===== config.mk =====
export PLATFORM = sky130hd
export DESIGN_NAME = opera_wb_decoder
export DESIGN_NICKNAME = d
export VERILOG_FILES = /design/src/rtl/opera_bus_pkg.sv /design/src/rtl/opera_addr_decode.sv /design/src/rtl/opera_wb_decoder.sv
export SDC_FILE = /design/constraint.sdc
export NUM_CORES = 1
export LEC_CHECK = 0
export ABC_AREA = 0
export BUFFER_PORTS_ARGS = -buffer_cell sky130_fd_sc_hd__buf_2
export CORE_AREA = 2 2 87 89
export CTS_CLUSTER_DIAMETER = 50
export DETAILED_ROUTE_END_ITERATION = 7
export DIE_AREA = 0 0 89 91
export GPL_TIMING_DRIVEN = 1
export PLACE_DENSITY_LB_ADDON = 0.15
export SLEW_MARGIN = 20
export SYNTH_ARGS = -nofsm -noshare
export SYNTH_HDL_FRONTEND = slang
export SYNTH_SLANG_ARGS = --single-unit

===== constraint.sdc =====
create_clock -name clk_25m -period 3 [get_ports clk_25m]
set_clock_uncertainty 0.1 [all_clocks]
set_input_delay 0.6 -clock clk_25m [delete_from_list [all_inputs] [get_ports clk_25m]]
set_output_delay 0.6 -clock clk_25m [all_outputs]
set_load 0.02 [all_outputs]

===== src/rtl/opera_bus_pkg.sv =====
// Shared definitions for the Opera Wishbone address decoder.
// Latency: none (constants, types and a helper function only).
// Backpressure: not applicable.
package opera_bus_pkg;

  // Region selected by the CPU address
  typedef enum logic [2:0] {
    REG_EXT   = 3'd0,
    REG_MADAM = 3'd1,
    REG_CLIO  = 3'd2,
    REG_SVF   = 3'd3,
    REG_SVF2  = 3'd4
  } region_t;

  // Peripheral windows (inclusive limits)
  localparam logic [31:0] MADAM_BASE  = 32'h0330_0000;
  localparam logic [31:0] MADAM_LIMIT = 32'h0330_FFFF;
  localparam logic [31:0] CLIO_BASE   = 32'h0340_0000;
  localparam logic [31:0] CLIO_LIMIT  = 32'h0340_FFFF;

  // Single-word stub registers answered locally
  localparam logic [31:0] SVF_ADDR_A  = 32'h0320_6100;
  localparam logic [31:0] SVF_ADDR_B  = 32'h0320_6900;
  localparam logic [31:0] SVF2_ADDR   = 32'h0320_02B4;

  // Data returned by the stub registers and by an abandoned external access
  localparam logic [31:0] SVF_DATA     = 32'hBADA_CCE5;
  localparam logic [31:0] SVF2_DATA    = 32'h0000_0000;
  localparam logic [31:0] TIMEOUT_DATA = 32'hDEAD_DEAD;

  function automatic logic in_range(input logic [31:0] adr,
                                    input logic [31:0] base,
                                    input logic [31:0] limit);
    return (adr >= base) && (adr <= limit);
  endfunction

endpackage


===== src/rtl/opera_addr_decode.sv =====
// Combinational address-to-region decoder for the Opera CPU bus.
// Latency: 0 cycles (pure combinational).
// Backpressure: none; output follows the address every cycle.
module opera_addr_decode
  import opera_bus_pkg::*;
(
  input  logic [31:0] adr,
  output logic [2:0]  region
);

  // Priority order is irrelevant since the windows are disjoint; EXT is the fallback
  always_comb begin
    region = REG_EXT;
    if (in_range(adr, MADAM_BASE, MADAM_LIMIT)) begin
      region = REG_MADAM;
    end else if (in_range(adr, CLIO_BASE, CLIO_LIMIT)) begin
      region = REG_CLIO;
    end else if ((adr == SVF_ADDR_A) || (adr == SVF_ADDR_B)) begin
      region = REG_SVF;
    end else if (adr == SVF2_ADDR) begin
      region = REG_SVF2;
    end
  end

endmodule


===== src/rtl/opera_wb_decoder.sv =====
// Wishbone slave that routes CPU accesses to MADAM, CLIO, SVF stubs or the external bus.
// Latency: 2 cycles (SVF) up to wait+2 (MADAM/CLIO); EXT waits for ext_ack (or timeout).
// Backpressure: wb_ack withheld until data is ready; wb_cyc drop aborts. Option: OPERA_BUS_TIMEOUT_EN.
module opera_wb_decoder
  import opera_bus_pkg::*;
#(
  parameter int MADAM_WAIT     = 1,
  parameter int CLIO_WAIT      = 2,
  parameter int TIMEOUT_CYCLES = 255
) (
  input  logic        clk_25m,
  input  logic        reset_n,
  input  logic [31:0] wb_adr,
  input  logic [31:0] wb_dat_w,
  input  logic [3:0]  wb_sel,
  input  logic        wb_we,
  input  logic        wb_cyc,
  input  logic        wb_stb,
  output logic [31:0] wb_dat_r,
  output logic        wb_ack,
  output logic        madam_rd,
  output logic        madam_wr,
  input  logic [31:0] madam_dout,
  output logic        clio_rd,
  output logic        clio_wr,
  input  logic [31:0] clio_dout,
  output logic        ext_stb,
  output logic        ext_we,
  input  logic        ext_ack,
  input  logic [31:0] ext_dat,
  output logic        bus_err
);

  if ((MADAM_WAIT < 0) || (MADAM_WAIT > 15)) begin : g_bad_madam_wait
    $error("MADAM_WAIT must be 0..15");
  end
  if ((CLIO_WAIT < 0) || (CLIO_WAIT > 15)) begin : g_bad_clio_wait
    $error("CLIO_WAIT must be 0..15");
  end
  if ((TIMEOUT_CYCLES < 1) || (TIMEOUT_CYCLES > 255)) begin : g_bad_timeout
    $error("TIMEOUT_CYCLES must be 1..255");
  end

  localparam logic [3:0] MADAM_W = 4'(MADAM_WAIT);
  localparam logic [3:0] CLIO_W  = 4'(CLIO_WAIT);

  typedef enum logic [1:0] {S_IDLE, S_WAIT, S_EXT, S_ACK} state_t;

  state_t      state, state_nxt;
  region_t     region, region_q, region_nxt;
  logic [2:0]  region_raw;
  logic        we_q, we_nxt;
  logic [3:0]  wait_cnt, wait_cnt_nxt;
  logic [31:0] rdata_q, rdata_nxt;
  logic        req;

  // Peripherals are word-wide and writes carry no data to MADAM/CLIO here
  logic unused_inputs;
  assign unused_inputs = ^{wb_sel, wb_dat_w};

  opera_addr_decode u_decode (
    .adr    (wb_adr),
    .region (region_raw)
  );
  assign region = region_t'(region_raw);

  // Gated by reset so no strobe leaks out while the block is held in reset
  assign req = wb_cyc & wb_stb & reset_n;

  assign wb_dat_r = rdata_q;

`ifdef OPERA_BUS_TIMEOUT_EN
  localparam logic [7:0] TO_LAST = 8'(TIMEOUT_CYCLES - 1);
  logic [7:0] to_cnt, to_cnt_nxt;
  logic       err_q, err_nxt;

  // Timeout counter and the error flag reported alongside the ack
  always_ff @(posedge clk_25m or negedge reset_n) begin
    if (!reset_n) begin
      to_cnt <= 8'd0;
      err_q  <= 1'b0;
    end else begin
      to_cnt <= to_cnt_nxt;
      err_q  <= err_nxt;
    end
  end
`else
  assign bus_err = 1'b0;
`endif

  // State register plus latched decode, direction, wait count and read data
  always_ff @(posedge clk_25m or negedge reset_n) begin
    if (!reset_n) begin
      state    <= S_IDLE;
      region_q <= REG_EXT;
      we_q     <= 1'b0;
      wait_cnt <= 4'd0;
      rdata_q  <= 32'd0;
    end else begin
      state    <= state_nxt;
      region_q <= region_nxt;
      we_q     <= we_nxt;
      wait_cnt <= wait_cnt_nxt;
      rdata_q  <= rdata_nxt;
    end
  end

  // Next-state logic and all bus-side outputs
  always_comb begin
    state_nxt    = state;
    region_nxt   = region_q;
    we_nxt       = we_q;
    wait_cnt_nxt = wait_cnt;
    rdata_nxt    = rdata_q;
    wb_ack       = 1'b0;
    madam_rd     = 1'b0;
    madam_wr     = 1'b0;
    clio_rd      = 1'b0;
    clio_wr      = 1'b0;
    ext_stb      = 1'b0;
    ext_we       = 1'b0;
`ifdef OPERA_BUS_TIMEOUT_EN
    to_cnt_nxt   = to_cnt;
    err_nxt      = err_q;
    bus_err      = 1'b0;
`endif

    case (state)
      S_IDLE: begin
`ifdef OPERA_BUS_TIMEOUT_EN
        err_nxt = 1'b0;
`endif
        if (req) begin
          region_nxt = region;
          we_nxt     = wb_we;
          case (region)
            REG_MADAM: begin
              state_nxt    = S_WAIT;
              wait_cnt_nxt = MADAM_W;
              madam_rd     = ~wb_we;
              madam_wr     = wb_we;
            end
            REG_CLIO: begin
              state_nxt    = S_WAIT;
              wait_cnt_nxt = CLIO_W;
              clio_rd      = ~wb_we;
              clio_wr      = wb_we;
            end
            REG_SVF: begin
              state_nxt = S_ACK;
              rdata_nxt = SVF_DATA;
            end
            REG_SVF2: begin
              state_nxt = S_ACK;
              rdata_nxt = SVF2_DATA;
            end
            default: begin
              state_nxt = S_EXT;
`ifdef OPERA_BUS_TIMEOUT_EN
              to_cnt_nxt = 8'd0;
`endif
            end
          endcase
        end
      end

      // A wait of 0 or 1 both spend a single cycle here
      S_WAIT: begin
        if (!wb_cyc) begin
          state_nxt    = S_IDLE;
          wait_cnt_nxt = 4'd0;
        end else if (wait_cnt <= 4'd1) begin
          state_nxt    = S_ACK;
          wait_cnt_nxt = 4'd0;
          rdata_nxt    = (region_q == REG_CLIO) ? clio_dout : madam_dout;
        end else begin
          wait_cnt_nxt = wait_cnt - 4'd1;
        end
      end

      S_EXT: begin
        ext_stb = wb_cyc;
        ext_we  = wb_cyc & we_q;
        if (!wb_cyc) begin
          state_nxt = S_IDLE;
        end else if (ext_ack) begin
          state_nxt = S_ACK;
          rdata_nxt = ext_dat;
`ifdef OPERA_BUS_TIMEOUT_EN
        end else if (to_cnt == TO_LAST) begin
          state_nxt = S_ACK;
          rdata_nxt = TIMEOUT_DATA;
          err_nxt   = 1'b1;
        end else begin
          to_cnt_nxt = to_cnt + 8'd1;
`endif
        end
      end

      S_ACK: begin
        wb_ack    = 1'b1;
        state_nxt = S_IDLE;
`ifdef OPERA_BUS_TIMEOUT_EN
        bus_err   = err_q;
`endif
      end

      default: state_nxt = S_IDLE;
    endcase
  end

endmodule


Word-level counts from Yosys, hierarchy flattened. Cells that the tools add are included.

Register bits: 42. Latch bits: 0. Memory bits (writable): 0. Bits in read-only memories: 0. Bits of input ports: 170. Output and inout port bits: 40. Word-level logic and storage cells: 86. Memories: 0.

Add/sub/neg operators: 1. Multipliers: 0. Div/mod/pow operators: 0. Magnitude comparators: 5. Eq/ne operators: 20. Shift operators: 0. Multiplexer cells: 39. Bitwise gates (word level): 4. Reduce and logical (&&, ||, !) cells: 12.

Operators with widths (count): $mux W32 (6); $eq A32 B26 Y1 const B (3); $pmux W32 S3 (1); $ge A32 B26 Y1 const B (2); $le A32 B26 Y1 const B (2); $pmux W32 S2 (1); $pmux W4 S2 (2); $mux W1 (15); $mux W3 (4); $mux W4 (3); $mux W2 (5); $ne A2 B2 Y1 const B (5); $eq A3 B2 Y1 const B (3); $pmux W2 S4 (1); $reduce_and A7 Y1 (1); $ne A3 B1 Y1 const B (2); $ne A3 B3 Y1 const B (2); $reduce_and A3 Y1 (2); $eq A2 B2 Y1 const B (2); $le A4 B1 Y1 const B (1); $pmux W2 S2 (1); $reduce_or A2 Y1 (2); $sub A4 B1 Y4 const B (1); $and A1 B1 Y1 (3); other kinds (10) (11).

Longest topological paths before layout.
Depth in word-level cells: 10. Mapped depth: 9.

Modules after synthesis. A second synthesis with hierarchy kept.

Cell total of the unflattened synthesis: 292. Area, all modules: 2881.5 µm².

By module, submodules not included: opera_wb_decoder (instances 1, cells each 274, area each 2725.1 µm², sequential area each 1051.0 µm²); opera_addr_decode (instances 1, cells each 18, area each 156.4 µm², sequential area each 0.0 µm²).

Least setup slack after synthesis. No wires, ideal clock.

Path type: input port to output port. From: input port wb_adr[16]. To: output port clio_rd. Arrival: 1.774 ns. Data required time: 2.300 ns. Path slack: 0.526 ns. Stages: 5. Cells stage by stage: nor4_1 > and4b_1 > buf_2 > nand2_1 > nor3_1.

Longest elaborated chain between the ends: 9. Elaborated cells on any way between the ends: 18.

Ends and longest elaborated chain: start, declared (line opera_wb_decoder.sv:13) `input logic [31:0] wb_adr,`; branches (longest 4 deep; another with $ge A32 B26 Y1); $mux W3 * (line opera_addr_decode.sv:14) `if (in_range(adr, MADAM_BASE, MADAM_LIMIT)) begin`; $eq A3 B2 Y1 * (line opera_wb_decoder.sv:136) `case (region)`; $mux W1 * (line opera_wb_decoder.sv:136); $mux W1 * (line opera_wb_decoder.sv:133) `if (req) begin`; $mux W1 * (line opera_wb_decoder.sv:128) `case (state)`; end, declared (line opera_wb_decoder.sv:24) `output logic clio_rd,`.

Every way passes the cells marked *.

Worst setup path after layout.
From: register state[0]. To: register rdata_q[8] (netlist: wb_dat_r[8]).

Longest elaborated chain between the ends: 3. Elaborated cells on any way between the ends: 12.

Ends and longest elaborated chain: start, declared (line opera_wb_decoder.sv:49) `state_t state, state_nxt;`; start signal, assigned (line opera_wb_decoder.sv:100) `state <= state_nxt;`; $eq A2 B1 Y1, or another cell as far along (line opera_wb_decoder.sv:128); $ne A2 B2 Y1 (no line), or another cell as far along; $reduce_and A7 Y1 (no line); end signal, assigned (line opera_wb_decoder.sv:104) `rdata_q <= rdata_nxt;`; end, declared (line opera_wb_decoder.sv:54) `logic [31:0] rdata_q, rdata_nxt;`.

Several ways; a longest one is shown, not always the timed one. A chain may end at the register's enable or synchronous reset.

==> impl_summary.txt <==
----------------------------------------------------
[Final layout]
  Post-route non-filler standard cell count ... 568
  Final standard cell utilization of the core ... 56.4%
  Synthesis-to-layout area growth ... 36.7%
  Area taken by flip-flops and latches ... 0.00105 mm2
  Antenna diodes ... 0
  Final Net Count ... 645
  Combined area of the multi-input logic cells ... 0.00175 mm2
  Number of fill cells in the layout ... 691
  Proportion of layout cells with a drive suffix above 1 ... 55.9%

[Min path]
  Path class of the lowest-slack min-delay path ... input pin to async pin

[Route]
  Overall via count from detail_route ... 2868
  DR iter-0 viols ... 88
  Antenna Violating Nets Remaining ... 0
  Total routed wirelength ... 8.02 mm
  DRT met1 WL ... 3.43 mm
  DR DRC count ... 0
  Detailed-router iteration count before antenna repair ... 4
  Drt via density ... 5.05
  DR WL met3 ... 571 um
  Average detailed-routed wire length per instance ... 14.1 um
  Met2 wire length ... 3.99 mm
  Top routing layer in use ... met4

[Flow run]
  Maxcap violations ... 0

[Clock tree]
  CTS tree ... built
  Count of H-tree levels built during CTS ... 2
  Maximum buffer depth of the clock tree ... 2
  Post-CTS sizing ... 0
  Number of sinks driven by the clock tree ... 42
  Post-CTS Setup Bufs ... 0
  Source-to-sink clock delay at the later pin of the worst-skew pair ... 0.29 ns
  Clock transition at the registers of the reported paths ... 0.08 ns
  Clock tree root driver cell ... sky130_fd_sc_hd__clkbuf_8
  Number of buffers created by CTS ... 5
  # hold bufs at CTS ... 0

[Yosys]
  Number of enable-type register cells in the synthesized netlist ... 0
  Synthesized flop and latch total ... 42
  Seq/Total Area, Yosys ... 35.7%
  Synth Cell Area ... 0.00294 mm2
  Most instantiated flip-flop cell in the synthesis netlist ... sky130_fd_sc_hd__dfrtp_1
  Cell types occupying the most area after synthesis ... sky130_fd_sc_hd__dfrtp_1 36%, sky130_fd_sc_hd__mux2_2 24%, sky130_fd_sc_hd__nand2_1 6.0%
  Fraction of the mapped netlist area in simple logic gates ... 17.6%
  Commonest cells post-synth ... 64 x sky130_fd_sc_hd__mux2_2, 47 x sky130_fd_sc_hd__nand2_1, 42 x sky130_fd_sc_hd__dfrtp_1
  Library cells used by synthesis ... 42
  Area leader, netlist ... sky130_fd_sc_hd__dfrtp_1
  Fraction of synthesis flops using an asynchronous set or reset pin ... 100%
  Dominant combinational cell family by area after synthesis ... multiplexers
  Mean Syn Cell Area ... 9.84 um2
  XOR/XNOR Fraction of Synth Area ... 0%
  Fraction of synthesized cell area taken by the top area cell type ... 35.7%
  Fraction of synthesized area in multiplexers ... 25.3%
  Post-synthesis compound-gate area fraction ... 13.9%
  Synth Instances ... 299
  Syn nets ... 475
  Most numerous cell in the Yosys netlist ... sky130_fd_sc_hd__mux2_2
  Total of warnings raised by yosys ... 0
  Adder-cell share of the synthesized area ... 2.55%

[Worst setup path]
  Critical path peak fanout ... 22
  Endpoint arrival time on the critical path ... 2.66 ns
  Slowest cell on crit path ... sky130_fd_sc_hd__or4_4
  Sequence of cells on the critical path ... inv_1, ha_1, buf_4, nor2b_1, or4_4, a21oi_4, buf_4, mux2_2
  Setup crit end kind ... register
  Maximum cell stage delay along the critical path ... 0.49 ns
  Most Frequent Cell on Critical Path ... sky130_fd_sc_hd__buf_4
  Type of the setup path with the least slack ... register to register
  Worst endpoint required time ... 3.07 ns
  Launching element type of the critical path ... register

[Global routing]
  Via count of the first global-routing pass ... 2806
  First-pass GRT wire length ... 12.8 mm
  Pin count of the biggest net entering global routing ... 34
  Gr usage total ... 19.7%
  Antenna violations before repair ... 0
  Grt ovf ... 0

[Power and ir drop]
  Worst vdd ir ... 0.470 mV
  Overall Power ... 0.00370 W
  Leak Pwr ... 1.93 nW
  Power density over cell area ... 921 mW/mm2

[Placed design]
  Placed wire-length estimate ... 6.13 mm
  Input/output buffers ... 172
  Number of placed cells counting well taps ... 561
  Placer congestion estimate ... 0.776

[Outcome]
  Result of the run ... finished, final reports clean

[Timing]
  Final setup violating endpoints ... 0
  Timing-limited maximum frequency ... 387 MHz
  Unrepaired setup endpoints after global routing ... no
  Slew Viols, Final ... 0
  Hold Vio Cnt, Final ... 0
  Setup_tns ... 0 ns
  Shortest clock period the worst path allows after layout ... 2.59 ns
  Final period util ... 86.2%

[Die]
  Row count ... 31
  Core ar. ... 0.00714 mm2
  Top-level I/O count ... 210
  Vertical extent of the die ... 91 um
  Initial core utilization ... 41.2%
  Floorplan die width ... 89 um
  Full die area ... 0.00810 mm2

----------------------------------------------------
## placed cells by master (no fill, tap or decap), types with 3 or more instances in the layout
cell type / synthesis / routed
sky130_fd_sc_hd__nor2_1: 6 / 6
sky130_fd_sc_hd__nor3_1: 5 / 5
sky130_fd_sc_hd__a22oi_1: 13 / 13
sky130_fd_sc_hd__buf_2: 6 / 172
sky130_fd_sc_hd__dfrtp_1: 42 / 42
sky130_fd_sc_hd__and2_1: 3 / 3
sky130_fd_sc_hd__nor3b_1: 4 / 3
sky130_fd_sc_hd__ha_1: 6 / 6
sky130_fd_sc_hd__o21ai_0: 4 / 4
sky130_fd_sc_hd__nor4_1: 6 / 6
sky130_fd_sc_hd__inv_1: 6 / 6
sky130_fd_sc_hd__clkbuf_8: 0 / 6
sky130_fd_sc_hd__mux2_2: 64 / 64
sky130_fd_sc_hd__and3_1: 3 / 3
sky130_fd_sc_hd__a31oi_1: 21 / 21
sky130_fd_sc_hd__nand2_1: 47 / 47
sky130_fd_sc_hd__buf_4: 2 / 13
sky130_fd_sc_hd__nor2b_1: 15 / 15
## cells by family after synthesis
logic type,Yosys count
multiplexers,66
adder cells (fa/ha/maj),6
AO/OA/AOI/OAI,56
other,1
AND/OR/NAND/NOR,100
buffers and inverters,28
flip-flops,42
## critical path, delay by kind of cell, from the launching register on
kind                     cells  cell delay (ns)
AND/OR/NAND/NOR              2             0.63
AO/OA/AOI/OAI                1             0.13
multiplexers                 1             0.38
adder cells (fa/ha/maj)      1             0.24
flip-flops                   1             0.42
buffers and inverters        3             0.57
## layout make-up
type | instances | share of cell area (%)
Multi-Input combinational cell | 229 | 43.6
Sequential cell | 42 | 26.1
Timing Repair Buffer | 185 | 23.8
Tap cell | 99 | 3.08
Clock buffer | 6 | 2.05
Clock inverter | 1 | 0.747
Inverter | 6 | 0.560
## final timing paths
kind,start,end,slack [ns],cells after the start
max,state[0]$_DFFE_PN0P_,wb_dat_r[8]$_DFFE_PN0P_,0.41,8
min,reset_n,state[0]$_DFFE_PN0P_,0.19,2
max reg2reg,state[0]$_DFFE_PN0P_,wb_dat_r[8]$_DFFE_PN0P_,0.41,8
min reg2reg,we_q$_DFFE_PN0P_,we_q$_DFFE_PN0P_,0.38,2
max in group asynchronous,reset_n,wb_dat_r[5]$_DFFE_PN0P_,2.27,2
min in group clk_25m,we_q$_DFFE_PN0P_,we_q$_DFFE_PN0P_,0.38,2
## layer usage
layer,vias up,global-route usage [%]
met3,4,3.00
met4,0,4.73
met2,101,35.0
met1,1330,24.8
met5,-,0
li1,1433,-
## power by group
part           internal, W  switching [W]  leakage, nW  total (W)
combinational      0.00113        0.00121         1.36    0.00234
clock             0.000266       0.000187       0.0573   0.000453
sequential        0.000796       0.000110        0.511   0.000907
## through the flow
| stage | setup WS (ns) | hold WS [ns] | cell area, um2 |
|---|---|---|---|
| 6_report | 0.415 | 0.188 | 4020 |
| 5_1_grt | 0.209 | 0.185 | 4020 |
| 4_1_cts | 0.399 | 0.177 | 4020 |
| 3_5_place_dp | 0.292 | 0.367 | 3910 |
| 3_3_place_gp | 0.321 | 0.362 | 3910 |
| 2_1_floorplan | 0.526 | 0.204 | 2940 |
## state kept, by name, indices dropped and copies added (netlist names)
register	flops
we_q	1
region_q	3
state	2
wait_cnt	4
wb_dat_r	32
No activity file was read; power rests on OpenSTA's default activity.
